**config.mk**
```make
export PLATFORM = sky130hd
export DESIGN_NAME = serial_subtractor16
export DESIGN_NICKNAME = d
export VERILOG_FILES = /design/src/rtl/serial_subtractor16.sv
export SDC_FILE = /design/constraint.sdc
export NUM_CORES = 1
export LEC_CHECK = 0
export ABC_AREA = 1
export BUFFER_PORTS_ARGS = -buffer_cell sky130_fd_sc_hd__buf_4
export CORE_UTILIZATION = 55
export CTS_BUF_LIST = sky130_fd_sc_hd__clkbuf_8
export DETAILED_ROUTE_END_ITERATION = 7
export MAX_ROUTING_LAYER = met4
export PLACE_DENSITY_LB_ADDON = 0.08
export SETUP_SLACK_MARGIN = 0.4
export SYNTH_ARGS = -nofsm -noshare
export SYNTH_HDL_FRONTEND = slang
export SYNTH_SLANG_ARGS = --single-unit
```
**constraint.sdc**
```tcl
create_clock -name clk -period 3.3 [get_ports clk]
set_input_delay 0 -clock clk [delete_from_list [all_inputs] [get_ports clk]]
set_output_delay 0 -clock clk [all_outputs]
set_load 0.05 [all_outputs]
```
**src/rtl/serial_subtractor16.sv**
```systemverilog
// serial_subtractor16: digit-serial unsigned subtractor, {b_out, diff} = a - b.
// Operands are captured on an in_valid/in_ready handshake, then processed DIGIT
// bits per clock, LSB digit first, with a rippling borrow register. The result
// is held on out_valid until out_ready accepts it.
// Optional feature: define SUB_OVF_EN to add the signed-overflow output ovf.
//
// Handshake rule (both sides): a transfer happens on a rising clk edge where
// valid and ready are both high. A producer keeps valid and data stable until
// that edge. in_ready is high only in IDLE and out_valid only in DONE, so at
// most one operation is in flight.
//
// DIGIT must divide WIDTH (1, 2, 4, 8 or 16 for WIDTH=16).
module serial_subtractor16 #(
  parameter int WIDTH = 16,
  parameter int DIGIT = 1
) (
  input  logic             clk,
  input  logic             rst,
  input  logic             in_valid,
  output logic             in_ready,
  input  logic [WIDTH-1:0] a,
  input  logic [WIDTH-1:0] b,
  output logic             out_valid,
  input  logic             out_ready,
  output logic [WIDTH-1:0] diff,
  output logic             b_out,
  output logic [1:0]       dbg_state
`ifdef SUB_OVF_EN
  ,
  output logic             ovf
`endif
);

  localparam int NDIG  = WIDTH / DIGIT;
  // +1 keeps the counter at least one bit wide when NDIG == 1.
  localparam int CNT_W = $clog2(NDIG + 1);

  typedef enum logic [1:0] {
    IDLE = 2'd0,
    RUN  = 2'd1,
    DONE = 2'd2
  } state_t;

  state_t             state;
  logic [WIDTH-1:0]   a_sh;
  logic [WIDTH-1:0]   b_sh;
  logic               borrow;
  logic [CNT_W-1:0]   cnt;

  logic [DIGIT:0]     dig_sub;
  logic [DIGIT-1:0]   dig_res;
  logic               dig_borrow;
  logic               last_digit;
`ifdef SUB_OVF_EN
  logic               ovf_next;
`endif

  assign dbg_state = state;

  // One digit of subtraction on the low bits of the operand shift registers.
  // The extra top bit of dig_sub goes high exactly when the digit result is
  // negative, which is the borrow to the next digit.
  always_comb begin
    dig_sub    = {1'b0, a_sh[DIGIT-1:0]} - {1'b0, b_sh[DIGIT-1:0]}
                 - {{DIGIT{1'b0}}, borrow};
    dig_res    = dig_sub[DIGIT-1:0];
    dig_borrow = dig_sub[DIGIT];
    last_digit = (cnt == CNT_W'(NDIG - 1));
  end

`ifdef SUB_OVF_EN
  // Signed overflow of a - b: operand signs differ and the result sign differs
  // from the minuend. This equals borrow-into-MSB XOR borrow-out-of-MSB.
  always_comb begin
    ovf_next = (a_sh[DIGIT-1] ^ b_sh[DIGIT-1]) & (dig_res[DIGIT-1] ^ a_sh[DIGIT-1]);
  end
`endif

  // Control FSM and datapath registers; all outputs are registered.
  always_ff @(posedge clk) begin
    if (rst) begin
      state     <= IDLE;
      in_ready  <= 1'b1;
      out_valid <= 1'b0;
      diff      <= '0;
      b_out     <= 1'b0;
      a_sh      <= '0;
      b_sh      <= '0;
      borrow    <= 1'b0;
      cnt       <= '0;
`ifdef SUB_OVF_EN
      ovf       <= 1'b0;
`endif
    end else begin
      case (state)
        IDLE: begin
          if (in_valid && in_ready) begin
            a_sh     <= a;
            b_sh     <= b;
            borrow   <= 1'b0;
            cnt      <= '0;
            in_ready <= 1'b0;
            state    <= RUN;
          end
        end

        RUN: begin
          // Result digits enter at the MSB end, so after NDIG digits the
          // first (least significant) digit has reached the bottom of diff.
          a_sh   <= a_sh >> DIGIT;
          b_sh   <= b_sh >> DIGIT;
          diff   <= WIDTH'({dig_res, diff} >> DIGIT);
          borrow <= dig_borrow;
          cnt    <= cnt + CNT_W'(1);
          if (last_digit) begin
            b_out     <= dig_borrow;
`ifdef SUB_OVF_EN
            ovf       <= ovf_next;
`endif
            out_valid <= 1'b1;
            state     <= DONE;
          end
        end

        DONE: begin
          // Result stays frozen until the consumer takes it.
          if (out_valid && out_ready) begin
            out_valid <= 1'b0;
            in_ready  <= 1'b1;
            state     <= IDLE;
          end
        end

        default: begin
          state     <= IDLE;
          in_ready  <= 1'b1;
          out_valid <= 1'b0;
        end
      endcase
    end
  end

endmodule

```
==> flow_results.org <==
** Outcome
- Run status :: complete, no violations

** Timing
- The worst path in the final design needs a cycle of around 2.0 ns, including I/O delays and setup.
- Summed negative setup slack over all endpoints :: 0 ns
- The count of endpoints failing hold in the final timing report came to 0.
- In this run the tightest slew margin relative to its limit is 0.236.
- Share of the clock period used by the worst path :: 0.594
- F_max :: roughly 0.51 GHz
- Setup slack on the critical path of the routed design comes to around 1.3 ns.
- Final worst clock skew :: roughly 0.0067 ns
- Setup violations remaining at the end of the flow were counted as 0.
- At the pin with the least slew margin, the transition time is roughly 1.1 ns.
- RSZ-0062 raised after global routing :: no
- The number of slew-limit violations in the final report is 0.

** Worst setup path
- Family with the most delay on the worst path :: compound AO/OA/AOI/OAI gates
- Sequence of cells on the critical path :: inv_2, nand2_2, o21ai_2, o21ai_0, nor2_1
- Setup crit start kind :: flop
- CP endpoint kind :: flop
- The most critical setup path has its startpoint at dbg_state[1].
- The startpoint identified for the worst register-to-register timing path is dbg_state[1].
- STA puts the critical path data arrival time at around 2.2 ns.
- Of all nets on the critical path, the largest fanout is 31.
- Delay of the slowest cell on the worst path :: a little over 0.6 ns
- Worst path buffer plus inverter count :: 1
- At the worst endpoint, the required time is roughly 3.5 ns.
- Worst-path cell with the longest stage delay :: sky130_fd_sc_hd__dfxtp_1
- The worst setup path is of the flop to flop kind.

** Cells and area
- The final layout contains 483 nets.
- Compared with the post-synthesis result, the final layout area differs by 32.4%.
- The finished layout holds ~500 standard cells, fillers aside.
- Util after Layout :: 0.768
- Number of inserted diodes :: 0
- In the final layout, the share of cells above drive strength 1 is 0.174.

** Placement
- Final weighted congestion of routability-driven global placement :: roughly 0.73
- At the placement stage, the worst setup path has a slack of 1.37 ns.
- Total instance count after detailed placement :: around 460
- Detailed Place HPWL :: 3.26 mm
- Buffers placed on the I/O ports in this run total 56.

** Power and ir drop
- Across the VDD grid, the largest voltage drop is around 340 uV.
- Total Power :: 1860 uW
- In this run the static leakage power is 0.00160 uW.
- Dividing total power by cell area gives a power density of between 500 and 600 nW/um2.

** GRT
- Global-route wire length before repair :: ~10 mm
- For this run the aggregate overflow at the end of global routing stands at 0.
- Global-route usage over all layers :: 0.265
- Number of global-route vias before repair :: about 2400
- The number of antenna violations at the first check in global routing is 0.
- Pin count of the biggest net entering global routing :: 56

** Clock tree
- The clock net in this run drives a total of approximately 60 sinks.
- Clock-pin transition on the worst setup and hold timing paths :: roughly 0.070 ns
- Clock tree synthesis inserted a total of 9 buffers.
- The clock passes through at most 2 buffers.
- Clock tree from TritonCTS :: built
- Count of H-tree levels built during CTS :: 3
- Clock latency on the worst-skew pair, taken at its later pin, is between 0.3 and 0.4 ns.
- # resized after CTS :: 0
- The tree is rooted in a sky130_fd_sc_hd__clkbuf_8.

** Synth
- Cell accounting for the most synthesized area :: sky130_fd_sc_hd__dfxtp_1
- Main area contributors after synthesis :: sky130_fd_sc_hd__dfxtp_1, sky130_fd_sc_hd__nand2_1, sky130_fd_sc_hd__nor2_1
- Ys async rst share :: 0
- The share of synthesized area in the top cell type comes to 0.462.
- Post-Syn Instances :: 372
- In the synthesized netlist the dominant register cell turns out to be sky130_fd_sc_hd__dfxtp_1.
- Number of flops mapped to enable cells by yosys :: 0
- Warnings, synthesis :: 0
- Of the synthesized area, sequential elements account for 0.462.
- Cell with the most instances after synthesis :: sky130_fd_sc_hd__nand2_1
- Flops & latches, synth :: 59
- Cell area after synthesis :: 2560 um2
- The number of nets handed over by synthesis was a little over 400.
- After synthesis, the most frequently instantiated cells are sky130_fd_sc_hd__nand2_1, sky130_fd_sc_hd__nor2_1, sky130_fd_sc_hd__dfxtp_1, sky130_fd_sc_hd__o21ai_0, sky130_fd_sc_hd__a21oi_1.
- Averaged over all synthesized cells, the footprint is slightly below 7 um2.
- After synthesis, the netlist uses 23 different library cells.

** Hold path
- Worst hold start :: b[9]
- Hold Crit Class :: input pin to flop

** Route
- The count of nets left with antenna violations once routing finished came out at 0.
- For this block, the routed nets add up to approximately 5.9 mm of wire.
- In the routed layout, each cell is associated on average with a via count of roughly 5.1.
- After detailed routing, the average wire length per cell comes to around 12 um.
- Initial DRC Count :: roughly 200
- Before antenna repair, the detailed router went through 4 iterations.
- The routed layout has ~2500 vias.
- DR DRC count :: 0

** Floorplanning
- Initial Util :: 0.580
- Die width :: about 70 um
- Vert. Die Dim :: roughly 70 um
- Area of the die :: between 4000 and 5000 um2
- The core region is approximately 4400 um2.
- Core Rows :: 24
- I/O Pins :: 57

** Flow run
- Number of max-capacitance violations reported :: 0
-- cell usage in the layout, fill, tap and decap left out, drive strengths merged --
cell | Yosys | layout
ha | 2 | 2
inv | 6 | 8
nand4 | 1 | 1
nand2 | 111 | 111
clkinv | 0 | 1
nor2 | 95 | 95
buf | 14 | 57
fa | 1 | 1
or2 | 2 | 2
a21o | 1 | 1
o21ai | 48 | 48
nand3 | 9 | 9
dlygate4sd3 | 0 | 27
a21oi | 14 | 14
clkbuf | 9 | 13
dfxtp | 59 | 59
-- final cells by class --
type                       instances  area (um2)
multi-input combinational        284        1230
sequential                        59        1180
fill                             358        1030
timing repair buffer              84         698
clock buffer                      13         179
tap                               52        65.1
inverter                           6        22.5
clock inverter                     3        12.5
-- sequential cells by signal (all words and copies together), names as in the netlist --
name and cells:
dbg_state 2, diff 16, out_valid 1, b_sh 16, b_out 1, in_ready 1, a_sh 16, cnt 5
borrow 1
-- report_power, final --
part | internal (uW) | total [uW] | switching, uW
Combinational | 152 | 412 | 260
Clock | 348 | 618 | 270
Sequential | 787 | 832 | 44.9
-- tightest hold or removal path: cells and delay by family --
kind,cells,cell delay (ns)
and+or+nand+nor,4,0.21
buffers and inverters,1,0.08
-- kinds of logic after synthesis --
kind of cell | share of synthesized area
adders and majority gates | 0.0176
buffers and inverters | 0.0577
DFF | 0.462
and+or+nand+nor | 0.337
AOI/OAI and AO/OA | 0.126
-- per-layer routing --
metal | global-route usage | vias up | part of all wire
met1 | 0.295 | 1154 | 0.45
met3 | 0.0505 | 10 | 0.040
met4 | 0.111 | 0 | 0.014
met5 | - | - | 0
li1 | - | 1314 | -
met2 | 0.463 | 60 | 0.50
-- repair_timing --
action                                  CTS  global route
hold buffers                             27             0
endpoints found under the setup margin    0             0
setup buffers                             0             0
hold endpoints to repair                 35             0
-- final timing paths --
kind | to | slack (ns) | cells after the start
worst max register to register | b_sh[6] | 1.34 | 5
worst max-delay path | b_sh[6] | 1.34 | 5
worst min register to register | cnt[4] | 0.47 | 2
worst min-delay path | b_sh[9] | 0.002 | 5
-- stage by stage --
| step | cell area (um2) | hold WS, ns |
|---|---|---|
| global route | 3390 | 0.0410 |
| finish | 3390 | 0.00240 |
| floorplan | 2560 | 0.0955 |
| global placement | 2930 | 0.274 |
| CTS | 3390 | 0.000744 |
| detailed placement | 2930 | 0.276 |
Power figures use the tool's default switching activity.
